==> config.mk <==
export PLATFORM = sky130hd
export DESIGN_NAME = sigstat_window
export DESIGN_NICKNAME = d
export VERILOG_FILES = /design/src/rtl/sigstat_window.sv
export SDC_FILE = /design/constraint.sdc
export NUM_CORES = 1
export LEC_CHECK = 0
export ABC_AREA = 0
export BUFFER_PORTS_ARGS = -buffer_cell sky130_fd_sc_hd__buf_4
export CAP_MARGIN = 30
export CORE_MARGIN = 1
export CORE_UTILIZATION = 35
export DETAILED_ROUTE_END_ITERATION = 12
export PLACE_DENSITY = 0.59
export SLEW_MARGIN = 25
export SYNTH_ARGS = -nofsm -noshare
export SYNTH_HDL_FRONTEND = slang
export SYNTH_SLANG_ARGS = --single-unit
==> constraint.sdc <==
create_clock -name clk -period 3.25 [get_ports clk]
set_input_delay 0 -clock clk [delete_from_list [all_inputs] [get_ports clk]]
set_output_delay 0 -clock clk [all_outputs]
set_load 0.1 [all_outputs]
==> src/rtl/sigstat_window.sv <==
`default_nettype none
// ============================================================================
// Module   : sigstat_window
// Brief    : Measurement sequencer for a signed min/max/count statistics stage.
//            Clears and enables the stage for window_len samples, then latches
//            min, max, peak-to-peak and midpoint results.
// Revision : 1.0 - initial release
// ============================================================================
module sigstat_window #(
    parameter int WIDTH = 32
) (
    input  logic               clk,
    input  logic               resetn,
    input  logic               start,
    input  logic               abort,
    input  logic               continuous,
    input  logic [31:0]        window_len,
    output logic               stat_enable,
    output logic               stat_reset,
    output logic [31:0]        stat_limit,
    input  logic [WIDTH-1:0]   stat_min,
    input  logic [WIDTH-1:0]   stat_max,
    input  logic [31:0]        stat_count,
    output logic               busy,
    output logic               done,
    output logic               err,
    output logic [WIDTH-1:0]   res_min,
    output logic [WIDTH-1:0]   res_max,
    output logic [WIDTH:0]     res_p2p,
    output logic [WIDTH-1:0]   res_mid,
    output logic [31:0]        win_cnt
);

    localparam logic [1:0] c_ST_IDLE  = 2'd0;
    localparam logic [1:0] c_ST_CLEAR = 2'd1;
    localparam logic [1:0] c_ST_RUN   = 2'd2;
    localparam logic [1:0] c_ST_LATCH = 2'd3;

    logic [1:0]       r_state;
    logic [1:0]       w_state_nxt;
    logic [31:0]      r_len_q;
    logic [31:0]      w_len_nxt;
    logic             r_err;
    logic             w_err_nxt;
    logic             w_latch;

    logic             r_stat_enable;
    logic             r_stat_reset;
    logic             r_busy;
    logic             r_done;
    logic [WIDTH-1:0] r_res_min;
    logic [WIDTH-1:0] r_res_max;
    logic [WIDTH:0]   r_res_p2p;
    logic [WIDTH-1:0] r_res_mid;
    logic [31:0]      r_win_cnt;

    logic [WIDTH:0]   w_min_ext;
    logic [WIDTH:0]   w_max_ext;
    logic [WIDTH:0]   w_p2p;
    logic [WIDTH-1:0] w_mid;

    // Sign-extended difference always fits in WIDTH+1 bits, so p2p never wraps.
    assign w_min_ext = {stat_min[WIDTH-1], stat_min};
    assign w_max_ext = {stat_max[WIDTH-1], stat_max};
    assign w_p2p     = w_max_ext - w_min_ext;

    // floor((a+b)/2) without a wider adder: halve each operand, then restore
    // the carry that both dropped LSBs would have produced together.
    assign w_mid = WIDTH'($signed(stat_max) >>> 1)
                 + WIDTH'($signed(stat_min) >>> 1)
                 + {{(WIDTH-1){1'b0}}, stat_max[0] & stat_min[0]};

    always_ff @(posedge clk or negedge resetn) begin
        if (!resetn) begin
            r_state <= c_ST_IDLE;
            r_len_q <= 32'd0;
            r_err   <= 1'b0;
        end else begin
            r_state <= w_state_nxt;
            r_len_q <= w_len_nxt;
            r_err   <= w_err_nxt;
        end
    end

    always_comb begin
        w_state_nxt = r_state;
        w_len_nxt   = r_len_q;
        w_err_nxt   = r_err;
        w_latch     = 1'b0;
        if (abort) begin
            w_state_nxt = c_ST_IDLE;
        end else begin
            case (r_state)
                c_ST_IDLE: begin
                    if (start) begin
                        // A zero limit would leave the stats stage unbounded.
                        if (window_len != 32'd0) begin
                            w_len_nxt   = window_len;
                            w_err_nxt   = 1'b0;
                            w_state_nxt = c_ST_CLEAR;
                        end else begin
                            w_err_nxt   = 1'b1;
                        end
                    end
                end
                c_ST_CLEAR: begin
                    w_state_nxt = c_ST_RUN;
                end
                c_ST_RUN: begin
                    if (stat_count == r_len_q) begin
                        w_state_nxt = c_ST_LATCH;
                    end
                end
                c_ST_LATCH: begin
                    w_latch     = 1'b1;
                    w_state_nxt = continuous ? c_ST_CLEAR : c_ST_IDLE;
                end
                default: begin
                    w_state_nxt = c_ST_IDLE;
                end
            endcase
        end
    end

    // Outputs are decoded from the next state so they align with the state.
    always_ff @(posedge clk or negedge resetn) begin
        if (!resetn) begin
            r_stat_enable <= 1'b0;
            r_stat_reset  <= 1'b1;
            r_busy        <= 1'b0;
            r_done        <= 1'b0;
            r_res_min     <= '0;
            r_res_max     <= '0;
            r_res_p2p     <= '0;
            r_res_mid     <= '0;
            r_win_cnt     <= 32'd0;
        end else begin
            r_stat_enable <= (w_state_nxt == c_ST_RUN);
            r_stat_reset  <= (w_state_nxt == c_ST_CLEAR);
            r_busy        <= (w_state_nxt != c_ST_IDLE);
            r_done        <= w_latch;
            if (w_latch) begin
                r_res_min <= stat_min;
                r_res_max <= stat_max;
                r_res_p2p <= w_p2p;
                r_res_mid <= w_mid;
                r_win_cnt <= r_win_cnt + 32'd1;
            end
        end
    end

    assign stat_enable = r_stat_enable;
    assign stat_reset  = r_stat_reset;
    assign stat_limit  = r_len_q;
    assign busy        = r_busy;
    assign done        = r_done;
    assign err         = r_err;
    assign res_min     = r_res_min;
    assign res_max     = r_res_max;
    assign res_p2p     = r_res_p2p;
    assign res_mid     = r_res_mid;
    assign win_cnt     = r_win_cnt;

endmodule

`default_nettype wire

# Word-level counts from Yosys, hierarchy flattened
# Cells that the tools add are included.
# word_totals
reg_bits	200
in_bits	133
out_inout_bits	198
word_cells	38
# classes
n_addsub	4
n_eq_ne	6
mux	9
bitwise_logic	2
reduce_logical	5
# op_table
cell	n
subtractor 32 x 32 -> 33 bit	1
adder 31 x 31 -> 32 bit	1
adder 32 x 1 -> 32 bit	1
adder 32 x 1 -> 32 bit (second input constant)	1
== test 32 bit	1
nonzero test 32 bit	1
two-way mux 2 bit	4
one-hot mux 2 bit (4 select lines)	1
== test 2 bit (second input constant)	3
== test 2 x 1 -> 1 bit (second input constant)	2
two-way mux 1 bit	4
AND reduction 4 bit	1
AND reduction 3 bit	1
logical NOT 2 bit	1
nonzero test 2 bit	1
bitwise AND 1 bit	1
inverter 1 bit	1

# Logic depth before layout (Yosys ltp)
# Gate-level depths: netlist of the first run.
# logic_depth
depth_word	6
mapped_depth	14
depth_no_buf	14

# Least setup slack after synthesis of the first run
# Ideal clock, no wire load.
# synth_path
path_kind	register -> register
startpoint	reg r_win_cnt[0] (netlist: win_cnt[0])
endpoint	reg r_win_cnt[28] (netlist: win_cnt[28])
setup_time_ns	0.159
arrival_time_ns	2.647
required_ns	3.091
slack_ns	0.445
path_stages_with_launch	10
synth_period_minus_slack_ns	2.805
cell_sequence	dfrtp_1 ha_1 nand3_1 nor2_1 and4_1 and3_1 and4_1 clkbuf_1 nand3_1 xnor2_1
# synth_via
elab_chain_cells	1
# synth_rtl
element	line_no	rtl
start: declaration	55	logic [31:0] r_win_cnt;
start signal: assignment	147	r_win_cnt <= r_win_cnt + 32'd1;
adder 32 x 1 -> 32 bit	147	
# No other way between the ends.
# A chain may end at the register's enable or synchronous reset.

# Final worst setup path of the first run
# layout_path
startpoint	in stat_min[2]
endpoint	reg r_res_p2p[28] (netlist: res_p2p[28])
# layout_via
elab_chain_cells	1
# layout_rtl
element	line_no	rtl
start: declaration	21	input logic [WIDTH-1:0] stat_min,
subtractor 32 x 32 -> 33 bit	65	assign w_p2p = w_max_ext - w_min_ext;
end signal: assignment	145	r_res_p2p <= w_p2p;
end: declaration	53	logic [WIDTH:0] r_res_p2p;
# No other way between the ends.

==> results.yml, run 1 <==
clock_network:
  post_cts_buffers: 0
  cts_tree: "done"
  cts-resized-gates: 0
  htree_levels: 4
  numCtsBuffers: 17
  clkSinkCount: 200
  clk_path_buf_depth: 2
  cts_root_buf: "clkbuf_16"
  clock_latency_ps: 460
  cts.clk_slew.worst_paths_ps: 80
placed_design:
  io_buffers: 330
  placed_area_um2: 14300
  gp_congestion: 0.861
  dp_hpwl_um: 27200
grt:
  use_met3_pct: 5.70
  globalRouteMet2Util_pct: 37.6
  grtUsageMet1_pct: 26.5
  grt_max_degree: 223
  grt.busiest_layer: "met2"
  grt_overflow: 0
  grt_pass1_wl_um: 56500
  antenna_found_initial: 0
  grt_pass1_vias: 10285
  grt_use_total_pct: 21.7
drt:
  vias_per_cell: 4.96
  ant_nets: 0
  wl_per_cell_um: 17.4
  drtPass1Iterations: 4
  drt_iter0_markers: 589
  vias: 10315
  drt-total-wl_um: 36200
  route.detailed.drc: 0
synthesis:
  synth_nets: 1430
  synth_cell_type_count: 70
  yosys.area.top_type_share_pct: 43.5
  synth_area_um2: 11400
  ys.warnings.count: 0
  synth_cells: 1226
  synth_area_leaders: "dfrtp_1 (44%), nand2_1 (7.6%), ha_1 (7.4%), xnor2_1 (5.1%), o21ai_0 (4.4%)"
  ys_seq_area_share_pct: 43.8
  ys_ff_latch: 200
  synth_edf_count: 0
  yosys.area.top_type: "dfrtp_1"
  synthFlopType: "dfrtp_1"
  avgSynthCellArea_um2: 9.33
  synthArstFlopShare_pct: 100
finish:
  area_growth_pct: 38.8
  nets: 1837
  drive_above_1_share_pct: 26.5
  n_antenna_cell: 0
  final_area_um2: 15900
die:
  ios: 331
  rows: 65
  design.die.area_um2: 33400
  core_area_um2: 31900
  die_w_um: 183
  die_y_um: 183
  start_util_pct: 35.9
sta:
  fin_skew_ps: 12.7
  period_minus_slack_ps: 3130
  worst_pin_slew_ps: 1090
  rsz0062_at_grt: "false"
  post-route-period-util_pct: 96.4
  max_freq_mhz: 319
  setup_violations: 0
  whs_ps: 41.4
  relSlewSlack_pct: 27.4
  hold_viol: 0
  tns_ps: 0
  maxSlewViolCount: 0
power:
  leakagePower_uw: 0.00789
  ir_drop_mv: 0.771
  power.density_nw_per_um2: 1060
min_path:
  worstHoldPathType: "input pin to register"
  hold_depth: 4
  worstHoldStart: "stat_max[1]"
  min_to: "res_mid[0]"
worst_setup_path:
  r2r-end: "win_cnt[31]"
  r2r-start: "r_state[1]"
  required_ps: 3560
  r2r_setup_slack_ps: 800
  crit_type: "input pin to register"
  cp.arrival_ps: 3440
  cp-start-kind: "input pin"
  worstPathMaxFanout: 4
  r2r_cells: 11
  worstSetupEndpointType: "register"
outcome:
  outcome: "finished, final reports clean"
flow_run:
  drv_cap: 0
## state kept, by name, summed over array words and instances (netlist names)
name and cells:
busy 1, done 1, err 1, r_state 2, res_max 32, res_mid 32
res_min 32, res_p2p 33, stat_enable 1, stat_limit 32, stat_reset 1, win_cnt 32
## repair_timing
action,4_1_cts,5_1_grt
hold endpoints to repair,218,0
endpoints found under the setup margin,0,0
hold buffers,100,0
## layout by cell type (no fill, tap or decap), types with 17 or more instances in the layout
cell type | Yosys | final
buf_4 | 3 | 343
nand2_1 | 232 | 232
dfrtp_1 | 199 | 199
o21ai_0 | 100 | 100
dlygate4sd3_1 | 0 | 100
ha_1 | 68 | 68
xnor2_1 | 67 | 67
inv_1 | 63 | 63
a21oi_1 | 57 | 57
nor2_1 | 55 | 55
xor2_1 | 47 | 47
mux2_2 | 34 | 34
nand3_1 | 27 | 27
nor4_1 | 20 | 20
nand4_1 | 19 | 19
a21o_1 | 17 | 17
clkbuf_16 | 0 | 17
## synthesized netlist by cell type, types with 3 or more instances
cell type and number:
a211oi_1 8, a21o_1 17, a21oi_1 57, a221oi_1 3, a31oi_1 6, and2_1 3, and3_1 12, and4_1 3
buf_4 3, buf_6 7, clkbuf_1 38, clkbuf_8 7, dfrtp_1 199, fa_1 3, ha_1 68, inv_1 63
inv_2 5, mux2_2 34, nand2_1 232, nand2b_1 7, nand3_1 27, nand3b_1 3, nand4_1 19, nor2_1 55
nor2b_1 8, nor3_1 11, nor4_1 20, o211ai_1 6, o21a_1 5, o21ai_0 100, o21ai_1 11, o21bai_1 17
o31ai_1 9, or2_2 3, xnor2_1 67, xor2_1 47
## worst max path at each step
stage	from	end	slack [ps]
final	stat_min[2]	res_p2p[28]	120
after floorplan	win_cnt[0]	win_cnt[28]	440
after global routing	stat_min[0]	res_p2p[30]	20
after global placement	stat_min[0]	res_mid[24]	50
after detailed placement	stat_min[0]	res_mid[24]	-20
after CTS	stat_min[2]	res_p2p[28]	160
## metal layers
layer,vias up,share of wire (%)
li1,4981,-
met1,4946,42
met2,352,49
met3,36,7.4
met4,0,1.8
met5,-,0
## metrics by stage
stage / utilization [%] / total power (µW) / setup slack [ps] / instances
2_1_floorplan: - / 12100 / 445 / 1226
3_3_place_gp: 44.7 / 14500 / 46.4 / 1949
3_5_place_dp: 44.7 / 14600 / -19.3 / 1949
4_1_cts: 49.8 / 17000 / 160 / 2081
5_1_grt: 49.8 / 17600 / 15.5 / 2081
6_report: 49.8 / 16900 / 117 / 2081
## layout make-up
class | count | area, µm²
fillers | 2977 | 16000
multi-input cells | 898 | 5820
flip-flops and latches | 200 | 5010
repair buffers | 446 | 3630
well taps | 435 | 544
clock buffers | 17 | 425
inverters | 70 | 263
clock inverters | 15 | 184
## critical path, stage by stage
cell and delay [ps]:
dlygate4sd3_1 570, buf_4 150, inv_1 50, ha_1 350, nor2b_1 170, o31a_1 270
o311a_1 340, o21ai_1 370, o22ai_1 230, o41ai_2 550, o21ai_1 150, xnor2_1 160
o21ai_1 70
## cells by family after synthesis
kind of cell | count (synthesis) | share of synthesized area, %
flops | 200 | 43.8
xor+xnor | 114 | 8.73
fa+ha+maj | 71 | 7.97
buf+inv | 128 | 5.38
simple gates | 406 | 15.7
mux | 35 | 3.45
compound gates | 272 | 15.0
## power by group
group,switching [µW],leakage [µW],total [µW],internal [µW]
combinational,8360,0.00504,10600,2210
sequential,666,0.00256,4060,3400
clock,1090,0.000292,2260,1170
Note: power is estimated with default switching activity, not from simulation.
==> inputs of run 2 (changes only) <==
--- a/config.mk
+++ b/config.mk
@@ -9,9 +9,9 @@
 export BUFFER_PORTS_ARGS = -buffer_cell sky130_fd_sc_hd__buf_4
 export CAP_MARGIN = 30
 export CORE_MARGIN = 1
-export CORE_UTILIZATION = 35
+export CORE_UTILIZATION = 48
 export DETAILED_ROUTE_END_ITERATION = 12
-export PLACE_DENSITY = 0.59
+export PLACE_DENSITY = 0.76
 export SLEW_MARGIN = 25
 export SYNTH_ARGS = -nofsm -noshare
 export SYNTH_HDL_FRONTEND = slang
==> results.yml, run 2 (same netlist as run 1, synthesis figures left out) <==
outcome:
  outcome: "finished, final reports clean"
drt:
  drt-total-wl_um: 35600
  vias: 10634
  drtPass1Iterations: 5
  drt_iter0_markers: 613
  vias_per_cell: 5.42
  ant_nets: 0
  wl_per_cell_um: 18.2
  route.detailed.drc: 0
grt:
  antenna_found_initial: 3
  use_met3_pct: 7.03
  grt_max_degree: 223
  grt_overflow: 0
  grtUsageMet1_pct: 35.5
  grt_pass1_wl_um: 55300
  globalRouteMet2Util_pct: 48.7
  grt_use_total_pct: 29.3
  grt.busiest_layer: "met2"
  grt_pass1_vias: 10370
placed_design:
  io_buffers: 330
  gp_congestion: 0.892
  dp_hpwl_um: 24700
  placed_area_um2: 14100
power:
  power_frac_clock_pct: 13.2
  power.switching_uw: 10300
  combPwrFrac_pct: 62.7
  ir_drop_mv: 1.19
  internal_power_uw: 6660
  switching_share_pct: 60.7
  power.density_nw_per_um2: 1080
  leakagePower_uw: 0.00786
  pwr-share-seq_pct: 24.1
clock_network:
  cts.clk_slew.worst_paths_ps: 90
  clkSinkCount: 200
  cts_root_buf: "clkbuf_16"
  htree_levels: 4
  clock_latency_ps: 440
  post_cts_buffers: 0
  cts_tree: "done"
  clk_path_buf_depth: 2
  numCtsBuffers: 17
sta:
  max_freq_mhz: 325
  fin_skew_ps: 12.4
  period_minus_slack_ps: 3070
  relSlewSlack_pct: 31.8
  worst_pin_slew_ps: 1020
  rsz0062_at_grt: "false"
  hold_viol: 0
  setup_violations: 0
  tns_ps: 0
  post-route-period-util_pct: 94.6
  maxSlewViolCount: 0
worst_setup_path:
  startpoint: "stat_max[1]"
  worstSetupEndpointType: "register"
  cp-start-kind: "input pin"
  cp.arrival_ps: 3390
  required_ps: 3570
  r2r_cells: 7
  crit_type: "input pin to register"
  r2r-start: "stat_limit[27]"
  worstPathMaxFanout: 3
finish:
  utilization_pct: 67.1
  drive_above_1_share_pct: 26.4
  final_common_cell: "buf_4"
  final_area_um2: 15700
  mostFrequentLayoutCells: "buf_4 (336), nand2_1 (232), dfrtp_1 (199)"
  largest_register_ffs: 33
  area_growth_pct: 37.4
  nets: 1830
min_path:
  hold_depth: 4
  worstHoldStart: "stat_min[1]"
  worstHoldPathType: "input pin to register"
die:
  core_area_um2: 23400
  ios: 331
  design.die.area_um2: 24400
  rows: 56
  die_w_um: 156
  start_util_pct: 48.9
  die_y_um: 156
flow_run:
  drv_cap: 0
[run 2: cell types whose count changed in the layout (fill, tap and decap cells not counted), sizes merged]
| cell | previous run | this run |
|---|---|---|
| diode | 0 | 3 |
| bufinv | 2 | 0 |
| clkinv | 5 | 7 |
| clkinvlp | 2 | 1 |
| inv | 76 | 77 |
| buf | 345 | 338 |
[run 2: path summary, 6_finish.rpt]
path,end,slack [ps]
min in group asynchronous,win_cnt[12],160
min,res_mid[0],140
max reg2reg,stat_enable,590
max in group asynchronous,res_p2p[9],2180
min reg2reg,res_max[31],480
max,res_mid[24],180
[run 2: power groups by stage]
stage	clock network [µW]	logic [µW]	registers [µW]
2_1_floorplan	0	1690	10400
3_3_place_gp	0	10400	4050
3_5_place_dp	0	10400	4080
4_1_cts	2250	10600	4040
5_1_grt	2340	11000	4170
6_report	2230	10600	4080
[run 2: worst max-delay path: stages]
cell and delay (ps):
buf_4 90, dlygate4sd3_1 550, inv_1 90, fa_2 390, inv_1 80, fa_2 210, nand2b_1 90, a221oi_2 300
o211a_1 230, o211ai_2 110, a21oi_2 210, o21ai_2 120, a2111oi_4 330, mux2_4 340, a221o_1 260
[run 2: layer usage]
metal	wire, µm	vias up
met5	0	-
li1	-	4982
met1	14300	5100
met4	1540	0
met3	2670	105
met2	17100	447
[run 2: timing repair]
action | in CTS | in global routing
hold buffers | 100 | 0
endpoints found under the hold margin | 182 | 0
endpoints found under the setup margin | 0 | 1
gates resized for setup | 0 | 4
[run 2: cell type report]
class / count / area [µm²]
Multi-Input combinational cell: 898 / 5850
Inverter: 70 / 263
Sequential cell: 200 / 5010
Fill cell: 1814 / 7690
Clock buffer: 17 / 425
Tap cell: 319 / 399
Clock inverter: 15 / 188
Timing Repair Buffer: 439 / 3580
Antenna cell: 3 / 7.51
[run 2: metrics by stage]
step	instances	worst slack (ps)	hold WS [ps]	power, µW
detailed placement	1826	43.2	88.3	14500
global route	1961	31.6	158	17500
floorplan	1226	445	-296	12100
finish	1961	175	136	16900
global placement	1826	53.7	81.2	14400
CTS	1958	36.2	75.5	16800
